[src/rtl/frame_update_scheduler.sv]
// frame_update_scheduler
//   Once per frame, at the first non-visible line, runs up to four update
//   tasks in ascending index order. Each task gets a one-cycle start pulse
//   and is then waited on until it reports done or its wait budget runs
//   out. If the visible region restarts before the sequence finishes, the
//   frame is abandoned and flagged.
//
// Ports
//   clk          pixel clock, shared with the sync generator
//   rst_n        synchronous active-low reset
//   hpos, vpos   horizontal / vertical counters from the sync generator
//   en           scheduler enable; triggers are ignored while low
//   task_mask    bit i enables task i; sampled at the trigger
//   done         per-task completion pulse; only the active task's bit counts
//   clear_flags  single-cycle pulse clearing overrun and timeout_flag
//   start        one-hot, single-cycle start pulse to task i
//   active_task  index of the task in START/WAIT, 0 otherwise
//   busy         high whenever the scheduler is not idle
//   frame_done   single-cycle pulse when all enabled tasks of a frame finish
//   frame_cnt    count of accepted triggers (wraps)
//   overrun      sticky: frame aborted because the visible region restarted
//   timeout_flag sticky: at least one task abandoned by timeout
module frame_update_scheduler #(
  parameter int V_DISPLAY = 480,
  parameter int NUM_TASKS = 4,
  parameter int TIMEOUT   = 1023
) (
  input  logic       clk,
  input  logic       rst_n,
  input  logic [9:0] hpos,
  input  logic [9:0] vpos,
  input  logic       en,
  input  logic [3:0] task_mask,
  input  logic [3:0] done,
  input  logic       clear_flags,
  output logic [3:0] start,
  output logic [1:0] active_task,
  output logic       busy,
  output logic       frame_done,
  output logic [7:0] frame_cnt,
  output logic       overrun,
  output logic       timeout_flag
);

  // Lanes beyond NUM_TASKS are never scheduled.
  localparam logic [3:0] LANES = (NUM_TASKS >= 4) ? 4'hF : 4'((1 << NUM_TASKS) - 1);
  localparam int         TW    = (TIMEOUT < 2) ? 1 : $clog2(TIMEOUT + 1);
  // The wait budget expires in the cycle the counter would step to TIMEOUT,
  // so the next start lands TIMEOUT+1 cycles after the abandoned one.
  localparam logic [TW-1:0] TLAST = TW'(TIMEOUT - 1);

  typedef enum logic [1:0] {
    ST_IDLE,
    ST_START,
    ST_WAIT
  } state_t;

  state_t          state, state_d;
  logic [1:0]      task_d;
  logic [3:0]      mask_q, mask_d;
  logic [TW-1:0]   tcnt, tcnt_d;
  logic [3:0]      start_d;
  logic            busy_d, frame_done_d, overrun_d, timeout_d;
  logic [7:0]      cnt_d;

  logic            trigger, wrap, accept;
  logic            done_hit, tmo_hit, advance;
  logic [2:0]      first, nxt;

  // Lowest set bit of m at or above index lo, as {valid, index}.
  function automatic logic [2:0] pick(input logic [3:0] m, input logic [2:0] lo);
    logic [2:0] sel;
    sel = '0;
    for (int unsigned i = 4; i > 0; i--) begin
      if (m[i-1] && (3'(i - 1) >= lo)) sel = {1'b1, 2'(i - 1)};
    end
    return sel;
  endfunction

  assign trigger  = (vpos == 10'(V_DISPLAY)) && (hpos == '0);
  assign wrap     = (vpos == '0) && (hpos == '0);
  assign accept   = (state == ST_IDLE) && trigger && en;
  assign done_hit = done[active_task];
  assign tmo_hit  = (tcnt == TLAST);
  assign advance  = done_hit || tmo_hit;
  assign first    = pick(task_mask & LANES, 3'd0);
  assign nxt      = pick(mask_q, {1'b0, active_task} + 3'd1);

  // State and registered outputs
  always_ff @(posedge clk) begin
    if (!rst_n) begin
      state        <= ST_IDLE;
      mask_q       <= '0;
      tcnt         <= '0;
      start        <= '0;
      active_task  <= '0;
      busy         <= 1'b0;
      frame_done   <= 1'b0;
      frame_cnt    <= '0;
      overrun      <= 1'b0;
      timeout_flag <= 1'b0;
    end else begin
      state        <= state_d;
      mask_q       <= mask_d;
      tcnt         <= tcnt_d;
      start        <= start_d;
      active_task  <= task_d;
      busy         <= busy_d;
      frame_done   <= frame_done_d;
      frame_cnt    <= cnt_d;
      overrun      <= overrun_d;
      timeout_flag <= timeout_d;
    end
  end

  // Next state and next task index
  always_comb begin
    state_d = state;
    task_d  = active_task;
    case (state)
      ST_IDLE: begin
        if (accept && first[2]) begin
          state_d = ST_START;
          task_d  = first[1:0];
        end
      end
      ST_START: begin
        state_d = wrap ? ST_IDLE : ST_WAIT;
      end
      ST_WAIT: begin
        // A visible-region restart outranks done and timeout.
        if (wrap) begin
          state_d = ST_IDLE;
        end else if (advance) begin
          if (nxt[2]) begin
            state_d = ST_START;
            task_d  = nxt[1:0];
          end else begin
            state_d = ST_IDLE;
          end
        end
      end
      default: state_d = ST_IDLE;
    endcase
    if (state_d == ST_IDLE) task_d = '0;
  end

  // Next values of the registered outputs and datapath
  always_comb begin
    start_d = '0;
    if (state_d == ST_START) start_d[task_d] = 1'b1;
    busy_d       = (state_d != ST_IDLE);
    frame_done_d = (accept && !first[2]) ||
                   ((state == ST_WAIT) && !wrap && advance && !nxt[2]);
    cnt_d        = accept ? frame_cnt + 8'd1 : frame_cnt;
    mask_d       = accept ? (task_mask & LANES) : mask_q;
    tcnt_d       = (state == ST_WAIT) ? tcnt + TW'(1) : '0;
    overrun_d    = ((state != ST_IDLE) && wrap) || (overrun && !clear_flags);
    timeout_d    = ((state == ST_WAIT) && !wrap && tmo_hit && !done_hit) ||
                   (timeout_flag && !clear_flags);
  end

endmodule

[config.mk]
export PLATFORM = sky130hd
export DESIGN_NAME = frame_update_scheduler
export DESIGN_NICKNAME = d
export VERILOG_FILES = /design/src/rtl/frame_update_scheduler.sv
export SDC_FILE = /design/constraint.sdc
export NUM_CORES = 1
export LEC_CHECK = 0
export CAP_MARGIN = 20
export CORE_MARGIN = 2
export CORE_UTILIZATION = 45
export CTS_CLUSTER_DIAMETER = 40
export CTS_CLUSTER_SIZE = 12
export DETAILED_ROUTE_END_ITERATION = 8
export GPL_TIMING_DRIVEN = 0
export PLACE_DENSITY = 0.78
export SLEW_MARGIN = 15
export SYNTH_ARGS = -nofsm -noshare
export SYNTH_HDL_FRONTEND = slang
export SYNTH_SLANG_ARGS = --single-unit
[constraint.sdc]
create_clock -name clk -period 2.56 [get_ports clk]
set_clock_uncertainty 0.2 [all_clocks]
set_input_delay 0.256 -clock clk [delete_from_list [all_inputs] [get_ports clk]]
set_output_delay 0.256 -clock clk [all_outputs]
set_load 0.01 [all_outputs]
## Yosys cells after proc, flatten, opt, wreduce, memory -nomap -nowiden

Cells that the tools add are included.

| storage, ports and cells | value |
|---|---|
| output and inout bits | 18 |
| logic and storage cells | 85 |
| memories | 0 |
| bits in latches | 0 |
| input port bits | 32 |
| memory bits (writable) | 0 |
| memory bits (read-only) | 0 |
| bits in registers | 34 |

| cells by class | value |
|---|---|
| shifts and indexed selects | 0 |
| add/sub/neg operators | 3 |
| multiplexer cells | 24 |
| order comparisons | 7 |
| reductions and logical operators | 36 |
| div/mod/pow operators | 0 |
| equality and inequality tests | 5 |
| bitwise logic cells | 0 |
| multipliers | 0 |

Operator list:

| kind | count |
|---|---|
| 2-to-1 mux 3 bit | 8 |
| logical NOT 10 bit | 2 |
| logical AND 1 bit | 19 |
| 2-to-1 mux 2 bit | 9 |
| adder 10 x 1 -> 10 bit (second input constant) | 1 |
| equality test 10 bit (second input constant) | 1 |
| equality test 10 x 9 -> 1 bit (second input constant) | 1 |
| adder 8 x 1 -> 8 bit (second input constant) | 1 |
| >= comparator 1 x 3 -> 1 bit (first input constant) | 2 |
| >= comparator 2 x 3 -> 1 bit (first input constant) | 2 |
| less-than comparator 2 x 3 -> 1 bit (second input constant) | 2 |
| one-hot mux 2 bit (3 select lines) | 1 |
| logical NOT 1 bit | 5 |
| equality test 2 x 1 -> 1 bit (second input constant) | 2 |
| logical NOT 2 bit | 2 |
| logical OR 1 bit | 4 |
| one-hot mux 2 bit (2 select lines) | 1 |
| AND reduction 2 bit | 2 |
| nonzero test 2 bit | 2 |
| adder 2 x 1 -> 3 bit (second input constant) | 1 |
| 2-to-1 mux 1 bit | 3 |
| binary-select mux 1 bit (select 2 bit) | 1 |
| demux 1 bit (select 2 bit) | 1 |
| equality test 2 bit (second input constant) | 1 |
| >= comparator 2 x 1 -> 1 bit (second input constant) | 1 |

## Logic depth before layout (Yosys ltp)

Gate-level depths: netlist (run 1).

| logic depth | value |
|---|---|
| word-level depth | 17 |
| mapped depth | 7 |
| depth with buffers taken out | 7 |

## Worst setup path after synthesis (run 1)

No wires, ideal clock.

| timing | value |
|---|---|
| path type | reg2reg |
| start point | reg active_task[1] |
| end point | reg active_task[0] |
| path slack | 508 ps |
| setup time | 136 ps |
| data required time | 2224 ps |
| data arrival time | 1716 ps |
| cell stages (with the launch flop) | 6 |
| buffers on the path | 1 |
| clock period less this slack | 2052 ps |
| cell sequence | dfxtp_1 buf_2 mux4_2 a31o_2 a41oi_2 a21oi_1 |

| on the way | value |
|---|---|
| longest elaborated chain between the ends | 13 |
| elaborated cells between the ends (all ways) | 26 |
| those cells by class | add/sub (1); order compare (4); mux (15); reduce/logical (6) |

RTL lines:

| item | line | source |
|---|---|---|
| from (decl) | 37 | `output logic [1:0] active_task,` |
| from (signal assigned) | 107 | `active_task <= task_d;` |
| adder 2 x 1 -> 3 bit | 87 | `assign nxt = pick(mask_q, {1'b0, active_task} + 3'd1);` |
| >= comparator 2 x 3 -> 1 bit | 75 | `if (m[i-1] && (3'(i - 1) >= lo)) sel = {1'b1, 2'(i - 1)};` |
| logical AND 1 bit | 75 |  |
| 2-to-1 mux 3 bit (4 in series) | 75 |  |
| 2-to-1 mux 1 bit | 135 | `if (nxt[2]) begin` |
| 2-to-1 mux 2 bit | 134 | `end else if (advance) begin` |
| 2-to-1 mux 2 bit | 132 | `if (wrap) begin` |
| one-hot mux 2 bit (3 select lines) | 120 | `case (state)` |
| logical NOT 2 bit | 145 | `if (state_d == ST_IDLE) task_d = '0;` |
| 2-to-1 mux 2 bit * | 145 |  |

Mark *: on every way between the ends. The rest lies on a longest branch, timed or not. The select of a mux whose other input is x is not followed.
A chain may end at the register's enable or synchronous reset.

## Final worst setup path (run 1)

| timing | value |
|---|---|
| start point | reg state[0] |
| end point | reg frame_cnt[6] |

| on the way | value |
|---|---|
| longest elaborated chain between the ends | 3 |

RTL lines:

| item | line | source |
|---|---|---|
| from (decl) | 58 | `state_t state, state_d;` |
| from (signal assigned) | 103 | `state <= state_d;` |
| logical NOT 2 bit | 82 | `assign accept = (state == ST_IDLE) && trigger && en;` |
| logical AND 1 bit (2 in series) | 82 |  |
| to (signal assigned) | 110 | `frame_cnt <= cnt_d;` |
| to (decl) | 40 | `output logic [7:0] frame_cnt,` |

No other way between the ends.

==> results of run 1 <==
worst paths after layout:
path	end	slack [ns]	cells past startpoint	from
worst max-delay path	frame_cnt[6]$_SDFFE_PN0P_	0.29	5	state[0]$_SDFF_PN0_
worst min-delay path	frame_cnt[7]$_SDFFE_PN0P_	0.27	2	frame_cnt[7]$_SDFFE_PN0P_
worst max register to register	frame_cnt[6]$_SDFFE_PN0P_	0.29	5	state[0]$_SDFF_PN0_
worst min register to register	frame_cnt[7]$_SDFFE_PN0P_	0.27	2	frame_cnt[7]$_SDFFE_PN0P_
worst max-delay path: cells and delay by family, from the launching register on:
family / cells / cell delay, ns
AO/OA/AOI/OAI: 1 / 0.14
AND/OR/NAND/NOR: 4 / 1.51
flip-flops: 1 / 0.35
per-layer routing:
layer / track usage, % / wire [microns] / up-vias
li1: - / - / 743
met1: 22.9 / 1590 / 655
met2: 30.2 / 1510 / 45
met3: 7.75 / 288 / 5
met4: 6.67 / 50 / 0
met5: 0 / 0 / -
cell type report:
cell class / count / area, sq um
Buffer: 5 / 21.3
Clock buffer: 7 / 65.1
Clock inverter: 1 / 5.00
Fill cell: 308 / 1160
Inverter: 9 / 33.8
Multi-Input combinational cell: 130 / 840
Sequential cell: 33 / 661
Tap cell: 46 / 57.6
Timing Repair Buffer: 49 / 490
power by group:
part | switching, mW | total [mW] | internal (mW)
Combinational | 0.0218 | 0.0701 | 0.0482
Sequential | 0.0000000880 | 0.513 | 0.513
Clock | 0.169 | 0.328 | 0.159
registers in the layout (all words and copies together) (netlist names):
name	cells
state	2
busy	1
start	4
frame_cnt	8
overrun	1
tcnt	10
timeout_flag	1
frame_done	1
mask_q	3
active_task	2
per-stage QoR:
stage          util [%]  power [mW]  hold slack [ns]
4_1_cts            65.1       0.924            0.275
3_5_place_dp       63.0       0.595            0.256
2_1_floorplan         -       0.538            0.173
3_3_place_gp       63.0       0.594            0.251
6_report           65.1       0.911            0.272
5_1_grt            65.1       0.948            0.304
logic make-up (layout without fill, tap and decap cells):
family	count (synthesis)	after routing	synth area share (%)
multiplexers	2	2	2.09
AO/OA/AOI/OAI	29	29	13.8
adder cells (fa/ha/maj)	3	3	2.41
AND/OR/NAND/NOR	84	84	29.0
XOR/XNOR	12	12	6.76
flip-flops	33	33	42.5
buffers and inverters	14	71	3.54
placed cells by master, fill, tap and decap left out, types with 3 or more instances in the layout:
cell type / synthesis / final
xnor2_1: 5 / 5
inv_1: 9 / 9
nor2b_1: 4 / 4
nor4_2: 4 / 4
clkbuf_1: 3 / 3
clkdlybuf4s50_1: 0 / 49
nand3_1: 4 / 4
dfxtp_1: 33 / 33
nand2b_1: 4 / 4
a21oi_1: 11 / 11
and3_1: 5 / 5
xor2_1: 7 / 7
nor3_1: 7 / 7
nor2_1: 18 / 18
nand4_1: 4 / 4
nand2_1: 22 / 22
nor4_1: 3 / 3
ha_1: 3 / 3
clkbuf_4: 0 / 5
==> out/results.txt, run 1 <==
The flow ran to the end, and the final reports show no timing, DRC or antenna violations. The slowest stage of the critical path belongs to the cell or4_4. The average cell area after synthesis came out at 8.79 sq um. Setup repair after global routing left no endpoint under its margin. Of all nets on the critical path, the largest fanout is 7. The tools report the cell total after placement as 272. At the pin with the least slew margin, the transition time is 0.612 ns. Detailed placement ended at an HPWL of 2.69 mm.

Synthesis instantiated 40 different standard cells from the library. Before CTS, the worst setup slack after placement is -0.0275 ns. Data on the critical path is required at its endpoint by 2.62 ns. In this design, the stage delay of the slowest critical-path cell is 0.59 ns. The final period demand of the worst path came out at 2.27 ns. The remaining design rule violation count was 0. Pin placement for this block handled 50 I/O pins.

The die span in y is 62.8 microns, and the total via count in the routed design is 1448. The run gives 0 ns as the setup TNS. The tools report the sequential share of the synthesized area as 42.5%. Summed over all cells, the static leakage comes to 0.745 nW. The congestion estimate from routability-driven global placement came to 0.736. The synthesized netlist occupies a cell area of 0.00156 sq mm. The worst setup path is captured at a register. The final layout contains routed wiring with a total length of 3.44 mm. The number of synthesized register bits works out to 33.

The cell chosen for the clock root is clkbuf_4. Cells with a size suffix above 1 make up 9.40% of the layout. The logs give 0.00210 sq mm for the total cell area at the placement stage and 0 for the total of max-cap violations. Once the floorplan was initialized, standard cells occupied 46.6% of the core.

The logs give 0 for the number of routed nets with antenna violations and 0.00334 sq mm for the placeable core area. The number of antenna diodes in the final layout is 0. The routed length per instance came out at 12.3 microns.

The fraction of the cycle the final worst path needs is 88.5%. By instance count, the leading cell after synthesis is dfxtp_1. Setup violations remaining at the end of the flow were counted as 0. Post-synthesis cell type with the largest combined area: dfxtp_1. Total of buffers placed on input and output ports: 49. Critical path startpoint category: a register. In the post-synthesis netlist, the biggest area contributors are dfxtp_1 (42%), nand2_1 (5.3%), nor2_1 (4.3%). The first global-routing pass estimated 5.88 mm of wire. TritonCTS built the clock tree. The number of buffers between clock root and the deepest sink was 2; the final number of max-transition violations was 0.

The design area is 0.00217 sq mm, and the pin count of the biggest net entering global routing is 11. The synthesized netlist cell count is 177, and the number of synthesized flops with an enable pin is 0. In this run, post-CTS repair resized a total of 0 instances. The area added between synthesis and finish is 39.7%, and the clock insertion delay at the later pin of the skew report is 0.33 ns.

The worst-case headroom to the max-slew limit was 58.9%; the number of buffers inserted during clock tree synthesis was 5. For the total number of placement rows, the log shows 21. The worst hold path belongs to the class register to register. Power spread over the standard cell area amounts to 419 mW/mm^2. The number of nets handed over by synthesis was 212.

The die footprint is 0.00394 sq mm. The logs give 0 for the setup fix buffers added after clock tree synthesis and 2.33 ns for the arrival time reported for the critical path endpoint. After clock tree synthesis, the clock-pin slew on the worst setup and hold paths is 0.09 ns. Most used flip-flop cell after synthesis: dfxtp_1.

For this run, the post-layout net count is 268. The overall overflow remaining after global route is 0, and the number of buffers inserted for hold repair after clock tree synthesis is 0. Global routing used 18.9% of the available tracks.

For this run, asynchronously set or reset flops after synthesis account for 0%. The logs give 0 for the number of endpoints with negative hold slack in the final report and 0.293 ns for the least setup slack across all paths after layout. The die is 62.8 microns wide. After detailed routing, the number of vias per cell comes to 5.17. Across the VDD grid, the largest voltage drop is 0.280 mV. The tools report the count of TritonRoute iterations in the first routing pass as 4. The commonest cells after synthesis are dfxtp_1 (33), nand2_1 (22), nor2_1 (18), a21oi_1 (11), inv_1 (9). The Yosys step of the flow raised 0 warnings. The number of antenna violations at the first check in global routing was 0.

Of the post-synthesis cell area, the dominant cell type holds 42.5%. The path type of the worst setup path was register to register. Via count of the first global-routing pass: 1336. The logs give 2 for the H-tree depth and 280 for the final instance count without filler cells. The critical path goes through nor2_1 -> nand4_1 -> or4_4 -> or4_1 -> a21oi_1.

The logs give 47 for the violation count after the first detailed-routing iteration and 33 for the number of sinks driven by the clock tree. The highest achievable clock rate came out at 441 MHz.
Power figures use the tool's default switching activity.
==> inputs of run 2 (changes only) <==
--- a/config.mk
+++ b/config.mk
@@ -5,7 +5,7 @@
 export SDC_FILE = /design/constraint.sdc
 export NUM_CORES = 1
 export LEC_CHECK = 0
-export CAP_MARGIN = 20
+export CAP_MARGIN = 40
 export CORE_MARGIN = 2
 export CORE_UTILIZATION = 45
 export CTS_CLUSTER_DIAMETER = 40
==> results of run 2 <==
Final layout, timing and power as in run 1 (identical DEF).
